[src/rtl/decode_ctrl_pkg.sv]
// Shared types and constants for the bitstream decode controller.
// State encoding, default widths and the bit buffer geometry live here.
package decode_ctrl_pkg;

  localparam int IN_WIDTH_DEF       = 13;
  localparam int NEED_STR_WIDTH_DEF = 4;
  localparam int LEN_WIDTH_DEF      = 16;

  localparam int BUF_W  = 64;
  localparam int WORD_W = 32;
  localparam int CNT_W  = $clog2(BUF_W) + 1;

  typedef enum logic [1:0] {
    ST_IDLE = 2'd0,
    ST_RUN  = 2'd1,
    ST_DONE = 2'd2
  } state_e;

  // A whole FIFO word fits only if at most BUF_W-WORD_W bits remain.
  function automatic logic room_for_word(input logic [CNT_W-1:0] cnt);
    return cnt <= CNT_W'(BUF_W - WORD_W);
  endfunction

endpackage

[src/rtl/decode_ctrl_if.sv]
// Job, FIFO, decoder and status signals of the decode controller.
// The controller connects through the slave modport; its environment uses master.
interface decode_ctrl_if #(
  parameter int IN_WIDTH       = decode_ctrl_pkg::IN_WIDTH_DEF,
  parameter int NEED_STR_WIDTH = decode_ctrl_pkg::NEED_STR_WIDTH_DEF,
  parameter int LEN_WIDTH      = decode_ctrl_pkg::LEN_WIDTH_DEF
);

  logic                      job_valid;
  logic [LEN_WIDTH-1:0]      job_len;
  logic                      job_ready;

  logic [31:0]               in_data;
  logic                      in_empty;
  logic                      in_rd;

  logic [IN_WIDTH-1:0]       stream_data;
  logic                      stream_valid;
  logic [NEED_STR_WIDTH-1:0] stream_width;
  logic                      stream_ack;
  logic                      ce_decode;
  logic                      all_end;
  logic                      out_valid;

  logic                      done;
  logic [LEN_WIDTH-1:0]      out_count;
  logic                      err;

  modport master (
    output job_valid, job_len, in_data, in_empty,
    output stream_width, stream_ack, all_end, out_valid,
    input  job_ready, in_rd, stream_data, stream_valid,
    input  ce_decode, done, out_count, err
  );

  modport slave (
    input  job_valid, job_len, in_data, in_empty,
    input  stream_width, stream_ack, all_end, out_valid,
    output job_ready, in_rd, stream_data, stream_valid,
    output ce_decode, done, out_count, err
  );

endinterface

[src/rtl/decode_ctrl_bit_aligner.sv]
// MSB-first 64-bit bit buffer: refills whole FIFO words below the valid bits
// and shifts out the decoder's consumed width, presenting an aligned window.
module bit_aligner
  import decode_ctrl_pkg::*;
#(
  parameter int IN_WIDTH       = IN_WIDTH_DEF,
  parameter int NEED_STR_WIDTH = NEED_STR_WIDTH_DEF
) (
  input  logic                      clk,
  input  logic                      rst,
  input  logic                      clear_i,
  input  logic                      run_i,
  input  logic                      refill_en_i,
  input  logic                      words_left_zero_i,
  input  logic [WORD_W-1:0]         in_data_i,
  input  logic                      in_empty_i,
  input  logic [NEED_STR_WIDTH-1:0] stream_width_i,
  input  logic                      stream_ack_i,
  output logic [IN_WIDTH-1:0]       stream_data_o,
  output logic                      stream_valid_o,
  output logic                      in_rd_o,
  output logic [CNT_W-1:0]          count_o,
  output logic                      bad_ack_o
);

  logic [BUF_W-1:0] buffer_q, buffer_d, buffer_c;
  logic [CNT_W-1:0] count_q, count_d, count_c;
  logic [CNT_W-1:0] width_ext;
  logic             take;
  logic             shift;

  assign width_ext = CNT_W'(stream_width_i);

  always_comb begin
    stream_valid_o = run_i && ((count_q >= CNT_W'(IN_WIDTH)) ||
                               (words_left_zero_i && (count_q != '0)));
    take      = stream_ack_i && stream_valid_o;
    bad_ack_o = take && ((width_ext == '0) || (width_ext > count_q));
    shift     = take && !bad_ack_o;

    count_c  = shift ? (count_q - width_ext) : count_q;
    buffer_c = shift ? (buffer_q << stream_width_i) : buffer_q;

    // Refill decision uses the post-consumption count so a word can land the same cycle.
    in_rd_o = refill_en_i && !words_left_zero_i && !in_empty_i && room_for_word(count_c);

    buffer_d = buffer_c;
    count_d  = count_c;
    if (in_rd_o) begin
      buffer_d = buffer_c | ({in_data_i, {(BUF_W-WORD_W){1'b0}}} >> count_c);
      count_d  = count_c + CNT_W'(WORD_W);
    end
    if (clear_i) begin
      buffer_d = '0;
      count_d  = '0;
    end
  end

  always_ff @(posedge clk) begin
    if (rst) begin
      buffer_q <= '0;
      count_q  <= '0;
    end else begin
      buffer_q <= buffer_d;
      count_q  <= count_d;
    end
  end

  // Bits below count are always zero, so the window zero-fills at end of stream.
  assign stream_data_o = buffer_q[BUF_W-1 -: IN_WIDTH];
  assign count_o       = count_q;

endmodule

[src/rtl/decode_ctrl.sv]
// Job-level controller for a variable-length decoder: accepts a job, feeds the
// decoder from a word FIFO through the bit aligner, and reports completion.
module decode_ctrl
  import decode_ctrl_pkg::*;
#(
  parameter int IN_WIDTH       = IN_WIDTH_DEF,
  parameter int NEED_STR_WIDTH = NEED_STR_WIDTH_DEF,
  parameter int LEN_WIDTH      = LEN_WIDTH_DEF
) (
  input  logic         clk,
  input  logic         rst,
  decode_ctrl_if.slave bus
);

  state_e               state_q, state_d;
  logic [LEN_WIDTH-1:0] words_left_q, words_left_d;
  logic [LEN_WIDTH-1:0] out_count_q, out_count_d;
  logic                 err_q, err_d;

  logic                 start;
  logic                 run;
  logic                 refill_en;
  logic                 words_left_zero;
  logic                 pop;
  logic                 bad_ack;
  logic [CNT_W-1:0]     bit_count;

  assign start           = (state_q == ST_IDLE) && bus.job_valid;
  assign run             = (state_q == ST_RUN);
  // Once the end marker is seen, trailing pad words stay in the FIFO.
  assign refill_en       = run && !bus.all_end;
  assign words_left_zero = (words_left_q == '0);

  bit_aligner #(
    .IN_WIDTH       (IN_WIDTH),
    .NEED_STR_WIDTH (NEED_STR_WIDTH)
  ) u_align (
    .clk               (clk),
    .rst               (rst),
    .clear_i           (start),
    .run_i             (run),
    .refill_en_i       (refill_en),
    .words_left_zero_i (words_left_zero),
    .in_data_i         (bus.in_data),
    .in_empty_i        (bus.in_empty),
    .stream_width_i    (bus.stream_width),
    .stream_ack_i      (bus.stream_ack),
    .stream_data_o     (bus.stream_data),
    .stream_valid_o    (bus.stream_valid),
    .in_rd_o           (pop),
    .count_o           (bit_count),
    .bad_ack_o         (bad_ack)
  );

  always_comb begin
    state_d      = state_q;
    words_left_d = words_left_q;
    out_count_d  = out_count_q;
    err_d        = err_q;

    unique case (state_q)
      ST_IDLE: begin
        if (bus.job_valid) begin
          state_d      = ST_RUN;
          words_left_d = bus.job_len;
          out_count_d  = '0;
          err_d        = 1'b0;
        end
      end
      ST_RUN: begin
        if (pop) begin
          words_left_d = words_left_q - LEN_WIDTH'(1);
        end
        if (bad_ack) begin
          err_d = 1'b1;
        end
        if (bus.all_end) begin
          state_d = ST_DONE;
        end else if (words_left_zero && (bit_count == '0)) begin
          // Stream exhausted without an end marker.
          err_d   = 1'b1;
          state_d = ST_DONE;
        end
      end
      ST_DONE: begin
        state_d = ST_IDLE;
      end
      default: begin
        state_d = ST_IDLE;
      end
    endcase

    if (bus.out_valid && (state_q != ST_IDLE)) begin
      if (out_count_q == '1) begin
        err_d = 1'b1;
      end else begin
        out_count_d = out_count_q + LEN_WIDTH'(1);
      end
    end
  end

  always_ff @(posedge clk) begin
    if (rst) begin
      state_q      <= ST_IDLE;
      words_left_q <= '0;
      out_count_q  <= '0;
      err_q        <= 1'b0;
    end else begin
      state_q      <= state_d;
      words_left_q <= words_left_d;
      out_count_q  <= out_count_d;
      err_q        <= err_d;
    end
  end

  assign bus.job_ready = (state_q == ST_IDLE);
  assign bus.ce_decode = run;
  assign bus.done      = (state_q == ST_DONE);
  assign bus.in_rd     = pop;
  assign bus.out_count = out_count_q;
  assign bus.err       = err_q;

endmodule

[src/flat_wrapper.sv]
// flat-port wrapper written by rule: the top's interface ports become plain ports
module decode_ctrl_flat import decode_ctrl_pkg::*;
#(
  parameter int IN_WIDTH       = IN_WIDTH_DEF,
  parameter int NEED_STR_WIDTH = NEED_STR_WIDTH_DEF,
  parameter int LEN_WIDTH      = LEN_WIDTH_DEF
)
  (clk, rst, bus_job_valid, bus_job_len, bus_in_data, bus_in_empty, bus_stream_width, bus_stream_ack, bus_all_end, bus_out_valid, bus_job_ready, bus_in_rd, bus_stream_data, bus_stream_valid, bus_ce_decode, bus_done, bus_out_count, bus_err);
  decode_ctrl_if #(.IN_WIDTH(IN_WIDTH), .NEED_STR_WIDTH(NEED_STR_WIDTH), .LEN_WIDTH(LEN_WIDTH)) bus_i ();
  input  logic clk;
  input  logic rst;
  input wire logic [$bits(bus_i.job_valid)-1:0] bus_job_valid;
  input wire logic [$bits(bus_i.job_len)-1:0] bus_job_len;
  input wire logic [$bits(bus_i.in_data)-1:0] bus_in_data;
  input wire logic [$bits(bus_i.in_empty)-1:0] bus_in_empty;
  input wire logic [$bits(bus_i.stream_width)-1:0] bus_stream_width;
  input wire logic [$bits(bus_i.stream_ack)-1:0] bus_stream_ack;
  input wire logic [$bits(bus_i.all_end)-1:0] bus_all_end;
  input wire logic [$bits(bus_i.out_valid)-1:0] bus_out_valid;
  output wire logic [$bits(bus_i.job_ready)-1:0] bus_job_ready;
  output wire logic [$bits(bus_i.in_rd)-1:0] bus_in_rd;
  output wire logic [$bits(bus_i.stream_data)-1:0] bus_stream_data;
  output wire logic [$bits(bus_i.stream_valid)-1:0] bus_stream_valid;
  output wire logic [$bits(bus_i.ce_decode)-1:0] bus_ce_decode;
  output wire logic [$bits(bus_i.done)-1:0] bus_done;
  output wire logic [$bits(bus_i.out_count)-1:0] bus_out_count;
  output wire logic [$bits(bus_i.err)-1:0] bus_err;
  assign bus_i.job_valid = bus_job_valid;
  assign bus_i.job_len = bus_job_len;
  assign bus_i.in_data = bus_in_data;
  assign bus_i.in_empty = bus_in_empty;
  assign bus_i.stream_width = bus_stream_width;
  assign bus_i.stream_ack = bus_stream_ack;
  assign bus_i.all_end = bus_all_end;
  assign bus_i.out_valid = bus_out_valid;
  assign bus_job_ready = bus_i.job_ready;
  assign bus_in_rd = bus_i.in_rd;
  assign bus_stream_data = bus_i.stream_data;
  assign bus_stream_valid = bus_i.stream_valid;
  assign bus_ce_decode = bus_i.ce_decode;
  assign bus_done = bus_i.done;
  assign bus_out_count = bus_i.out_count;
  assign bus_err = bus_i.err;
  decode_ctrl #(.IN_WIDTH(IN_WIDTH), .NEED_STR_WIDTH(NEED_STR_WIDTH), .LEN_WIDTH(LEN_WIDTH)) u_core (.clk(clk), .rst(rst), .bus(bus_i));
endmodule
[config.mk]
export PLATFORM = sky130hd
export DESIGN_NAME = decode_ctrl_flat
export DESIGN_NICKNAME = d
export VERILOG_FILES = /design/src/rtl/decode_ctrl_pkg.sv /design/src/rtl/decode_ctrl_if.sv /design/src/rtl/decode_ctrl_bit_aligner.sv /design/src/rtl/decode_ctrl.sv /design/src/flat_wrapper.sv
export SDC_FILE = /design/constraint.sdc
export NUM_CORES = 1
export LEC_CHECK = 0
export CORE_MARGIN = 2
export CORE_UTILIZATION = 34
export DETAILED_ROUTE_END_ITERATION = 12
export GPL_ROUTABILITY_DRIVEN = 0
export HOLD_SLACK_MARGIN = 0.05
export PLACE_DENSITY_LB_ADDON = 0.1
export RECOVER_POWER = 50
export REMOVE_ABC_BUFFERS = 1
export SETUP_SLACK_MARGIN = 0.1
export SLEW_MARGIN = 20
export SYNTH_ARGS = -nofsm -noshare
export SYNTH_HDL_FRONTEND = slang
export SYNTH_SLANG_ARGS = --single-unit
[constraint.sdc]
create_clock -name clk -period 5.6 [get_ports clk]
set_input_delay 1.12 -clock clk [delete_from_list [all_inputs] [get_ports clk]]
set_output_delay 1.12 -clock clk [all_outputs]
set_load 0.02 [all_outputs]
# --- Word-level counts from Yosys, hierarchy flattened ---
# Cells that the tools add are included.
op_classes:
  n_shift: 2
  add_sub_neg: 4
  order_cmp: 3
  bitwise_logic: 1
  eq_ne: 6
  n_reduce_logical: 28
  n_mux: 22
op_table:
  columns: ["operator", "count"]
  rows:
  - ["64-bit two-way mux", 2]
  - ["16-bit two-way mux", 6]
  - ["64-bit bitwise OR", 1]
  - ["64-bit by 4-bit left shift with 64-bit output", 1]
  - ["64-bit by 7-bit >> shifter with 64-bit output", 1]
  - ["16-bit case mux with 2 select lines", 1]
  - ["16-bit by 1-bit adder with 16-bit output (second input constant)", 1]
  - ["16-bit == test (second input constant)", 1]
  - ["16-bit zero test", 1]
  - ["16-bit by 1-bit subtractor with 16-bit output (second input constant)", 1]
  - ["7-bit zero test", 2]
  - ["7-bit two-way mux", 2]
  - ["1-bit logical AND", 12]
  - ["7-bit by 6-bit adder with 7-bit output (second input constant)", 1]
  - ["7-bit by 4-bit >= comparator with 1-bit output (second input constant)", 1]
  - ["4-bit by 7-bit > comparator with 1-bit output", 1]
  - ["7-bit by 6-bit <= comparator with 1-bit output (second input constant)", 1]
  - ["7-bit nonzero test", 1]
  - ["7-bit by 4-bit subtractor with 7-bit output", 1]
  - ["1-bit two-way mux", 6]
  - ["2-bit two-way mux", 3]
  - ["1-bit zero test", 4]
  - ["2-bit != test (second input constant)", 2]
  - ["2-bit case mux with 2 select lines", 1]
  - ["other kinds (10)", 12]
totals:
  reg_bits: 106
  output_inout_bits: 35
  in_bits: 59

# --- Longest topological paths before layout ---
depth:
  depth_word: 13
  depth_mapped: 23
  mapped_depth_nobuf: 16

# --- Cells and area by module ---
# Synthesis repeated with hierarchy kept, for this count alone.
unflattened:
  hier_cells: 1536
  hier_area_um2: 11536.1
by_module_without_submodules:
  columns: ["module", "n_inst", "area_per_inst_um2", "cells_per_inst"]
  rows:
  - ["bit_aligner", 1, 9351.5, 1263]
  - ["decode_ctrl", 1, 2184.6, 273]

# --- Worst setup path after synthesis ---
# OpenSTA, ideal clock, no wires.
synth_timing:
  path_type: "input-to-output"
  from: "in bus_stream_width[1]"
  to: "out bus_in_rd"
  t_arrival_ns: 4.873
  path_slack_ns: -0.393
  t_required_ns: 4.480
  path_stages: 17
  n_path_buf: 6
  path_cell_list: "clkbuf_1 -> inv_1 -> clkbuf_1 -> clkbuf_1 -> ha_1 -> nor2b_1 -> o31a_1 -> or3_1 -> nor3_2 -> xor2_1 -> inv_1 -> clkbuf_1 -> clkbuf_1 -> ha_1 -> a41o_1 -> and2_1 -> buf_2"
synth_between:
  elab_chain_len: 8
  word_cells_on_any_way: 10
synth_rtl:
  columns: ["item", "line_no", "source"]
  rows:
  - ["start: declaration", "flat_wrapper.sv:16", "input wire logic [$bits(bus_i.stream_width)-1:0] bus_stream_width;"]
  - ["4-bit by 7-bit > comparator with 1-bit output / 7-bit zero test (equally long branches)", "decode_ctrl_bit_aligner.sv:38", "bad_ack_o = take && ((width_ext == '0) || (width_ext > count_q));"]
  - ["1-bit logical OR", "decode_ctrl_bit_aligner.sv:38", null]
  - ["1-bit logical AND", "decode_ctrl_bit_aligner.sv:38", null]
  - ["1-bit zero test", "decode_ctrl_bit_aligner.sv:39", "shift = take && !bad_ack_o;"]
  - ["1-bit logical AND", "decode_ctrl_bit_aligner.sv:39", null]
  - ["7-bit two-way mux (*)", "decode_ctrl_bit_aligner.sv:41", "count_c = shift ? (count_q - width_ext) : count_q;"]
  - ["7-bit by 6-bit <= comparator with 1-bit output (*)", "decode_ctrl_pkg.sv:21", "return cnt <= CNT_W'(BUF_W - WORD_W);"]
  - ["1-bit logical AND (*)", "decode_ctrl_bit_aligner.sv:45", "in_rd_o = refill_en_i && !words_left_zero_i && !in_empty_i && room_for_word(count_c);"]
  - ["end: declaration", "flat_wrapper.sv:21", "output wire logic [$bits(bus_i.in_rd)-1:0] bus_in_rd;"]
# Every way passes the cells marked *; elsewhere a longest branch is shown, timed or not.

# --- Final worst setup path ---
# Same ends and word-level chain as after synthesis.

==> impl_metrics.yaml <==
sta:
  clock.fmax_mhz: 187
  fin_hold_ws_ps: 504
  fin_crit_sh_pct: 95.4
  drv_slew: 0
  rsz0062_at_grt: "no"
  finalHoldViolCount: 0
  worst_slack_ps: 258
  worstMarginPinSlew_ps: 1280
  fin_crit_ps: 5340
  fin_worst_skew_ps: 18.6
  slew_headroom_pct: 14.9
  setup_viol: 0
critical_path:
  cp-start-kind: "input port"
  endpoint_kind: "primary output"
  critPathKind: "in -> out"
  worst_path_max_delay_cell: "clkdlybuf4s50_1"
  worstPathArrival_ps: 4220
  critical_path.cell_chain: "buf_2, inv_1, ha_1, nor2b_1, o31a_1, or3_1, nor3_2, xor2_2, inv_1, ha_1, a41o_1, and2_0, clkdlybuf4s50_1"
  cp_slowest_stage_delay_ps: 560
  required_ps: 4480
  critical_path.max_fanout: 5
grt:
  grt_first_pass_wirelength_mm: 64.1
  overflow: 0
  grt_start_max_net_pins: 92
  antenna_found_initial: 0
  grtUsageTotal_pct: 26.0
  grt_pass1_vias: 10800
clocking:
  cts_tree: "built"
  hold_buffers: 0
  path_clk_slew_ps: 80
  clockBufferDepth: 2
  cts_root_buffer: "clkbuf_16"
  cts_resized: 0
  cts_buffers: 9
  htreeDepth: 3
  cts_sinks: 106
  clk_latency_ps: 370
  post-cts-setup-buffer-count: 0
synthesis:
  yosysUniqueCellTypes: 81
  ys_seq_area_share_pct: 20.4
  synth-compound-area-share_pct: 28.3
  yosys.area_share.simple_pct: 22.7
  synthAdderAreaFrac_pct: 1.15
  synth_area_leader_cell: "dfxtp_1"
  synth_top_area_share_pct: 20.4
  muxShareOfSynthArea_pct: 20.9
  syn-mean-instance-area_sq_um: 7.58
  synth-edff-count: 0
  ys_ff_latch: 106
  synth_top_family_by_area: "compound AO/OA/AOI/OAI gates"
  syn_area_sq_um: 10400
  synthXorXnorAreaFrac_pct: 0.758
  synth_warnings: 0
  netlist_instances: 1373
  async_reset_ff_share_pct: 0
  synthTopCellsByArea: "dfxtp_1 (20%), mux4_2 (9.1%), mux2i_1 (8.9%)"
  synth_flop_cell: "dfxtp_1"
cells_and_area:
  antenna_cells: 0
  drive_gt1_share_pct: 11.5
  layoutNonFillerInstCount: 1818
  syn2layout_area_growth_pct: 15.5
  layout_commonest_cell: "nand2_1"
  fin_nets: 1485
  final_cell_mix: "nand2_1 (182), nor2_1 (135), a21oi_1 (114), dfxtp_1 (106), mux2i_1 (92)"
die:
  pin_count: 94
  core-area_sq_um: 30300
  die_x_microns: 179
  dieArea_sq_um: 32000
  rows: 64
  fp.dieH_microns: 179
  start_util_pct: 34.3
pwr:
  power_density_nw_per_um2: 160
  ir_drop_mv: 0.151
  leakage_nw: 4.49
placement:
  dpl.hpwl_mm: 31.2
  placed_cells: 1802
  portBuffers: 93
  place_ws_ps: 298
routing:
  drtIter0Drc: 1149
  postRouteAntennaNets: 0
  vias_per_cell: 6.22
  wl_per_cell_microns: 22.8
  via_count: 11300
  wl_mm: 41.5
  drt_first_pass_iters: 7
  route.detailed.drc: 0
run:
  max_cap_violations: 0
run_status:
  status: "completed"
min_path:
  min_path_type: "reg -> reg"
==> cell usage after synthesis, types with 7 or more instances <==
cell       number
nand2_1       182
o21ai_0        74
a22oi_1        30
ha_1            8
a31oi_1        27
nor3_1         30
mux4_2         42
o211ai_1       14
mux2i_1        93
clkbuf_1       70
buf_2          12
a211oi_1       46
buf_4          15
buf_1          17
inv_1          18
mux2_2         21
a221oi_1       20
a21o_1          7
nand2b_1        8
nor2_1        134
nor4_1          8
nand3_1        51
a21oi_1       114
and2_1         12
and3_1         35
nor2b_1         8
o22ai_1        36
o2bb2ai_1       7
dfxtp_1       106
==> critical path, delay by kind of cell <==
family,cells,cell delay [ps]
buffers and inverters,4,930
xor gates and xnor gates,1,190
adders and majority gates,2,500
and+or+nand+nor,4,940
AOI/OAI and AO/OA,2,520
==> report_power, final <==
| group | switching, mW | total [mW] | internal (mW) |
|---|---|---|---|
| clock | 0.325 | 0.676 | 0.351 |
| sequential | 0.0223 | 0.793 | 0.771 |
| combinational | 0.283 | 0.455 | 0.172 |
| total | 0.631 | 1.92 | 1.29 |
==> cell type report <==
| class | count | area, sq um |
|---|---|---|
| clock buffers | 11 | 233 |
| well taps | 396 | 495 |
| clock inverters | 5 | 60.1 |
| inverters | 18 | 67.6 |
| flip-flops and latches | 106 | 2120 |
| repair buffers | 150 | 1340 |
| fillers | 3213 | 18300 |
| multi-input cells | 1132 | 7700 |
==> cell families after synthesis <==
| kind of cell | after synthesis |
|---|---|
| AO/OA/AOI/OAI | 447 |
| XOR/XNOR | 9 |
| adder cells (fa/ha/maj) | 9 |
| buffers and inverters | 135 |
| flip-flops | 106 |
| multiplexers | 160 |
| AND/OR/NAND/NOR | 507 |
==> metrics by stage <==
stage	setup TNS (ps)	area, sq um	power, mW	util, %
after global placement	0	11800	1.27	38.7
after global routing	0	12000	2.02	39.6
after floorplan	-48330	9870	1.05	-
after detailed placement	0	11800	1.27	38.7
after CTS	0	12000	1.95	39.7
final	0	12000	1.92	39.6
==> per-layer routing <==
layer | track usage [%] | up-vias | share of wire, %
met5 | 0 | - | 0
met4 | 8.71 | 0 | 2.8
met3 | 3.31 | 66 | 6.1
met2 | 44.0 | 469 | 48
met1 | 34.1 | 5469 | 43
li1 | - | 5304 | -
==> final timing paths <==
kind / cells past startpoint / startpoint / end / slack (ps)
min: 2 / u_core.words_left_q[1] / u_core.words_left_q[1] / 500
max reg2reg: 13 / u_core.u_align.count_o[1] / u_core.u_align.buffer_q[3] / 1030
max: 13 / bus_stream_width[1] / bus_in_rd / 260
min reg2reg: 2 / u_core.words_left_q[1] / u_core.words_left_q[1] / 500
==> state kept, by name, summed over array words and instances (netlist names) <==
name                     count
u_core.bus.out_count        16
u_core.words_left_q         16
u_core.bus.err               1
u_core.u_align.count_o       7
u_core.u_align.buffer_q     64
u_core.state_q               2
Note: power is estimated with default switching activity, not from simulation.
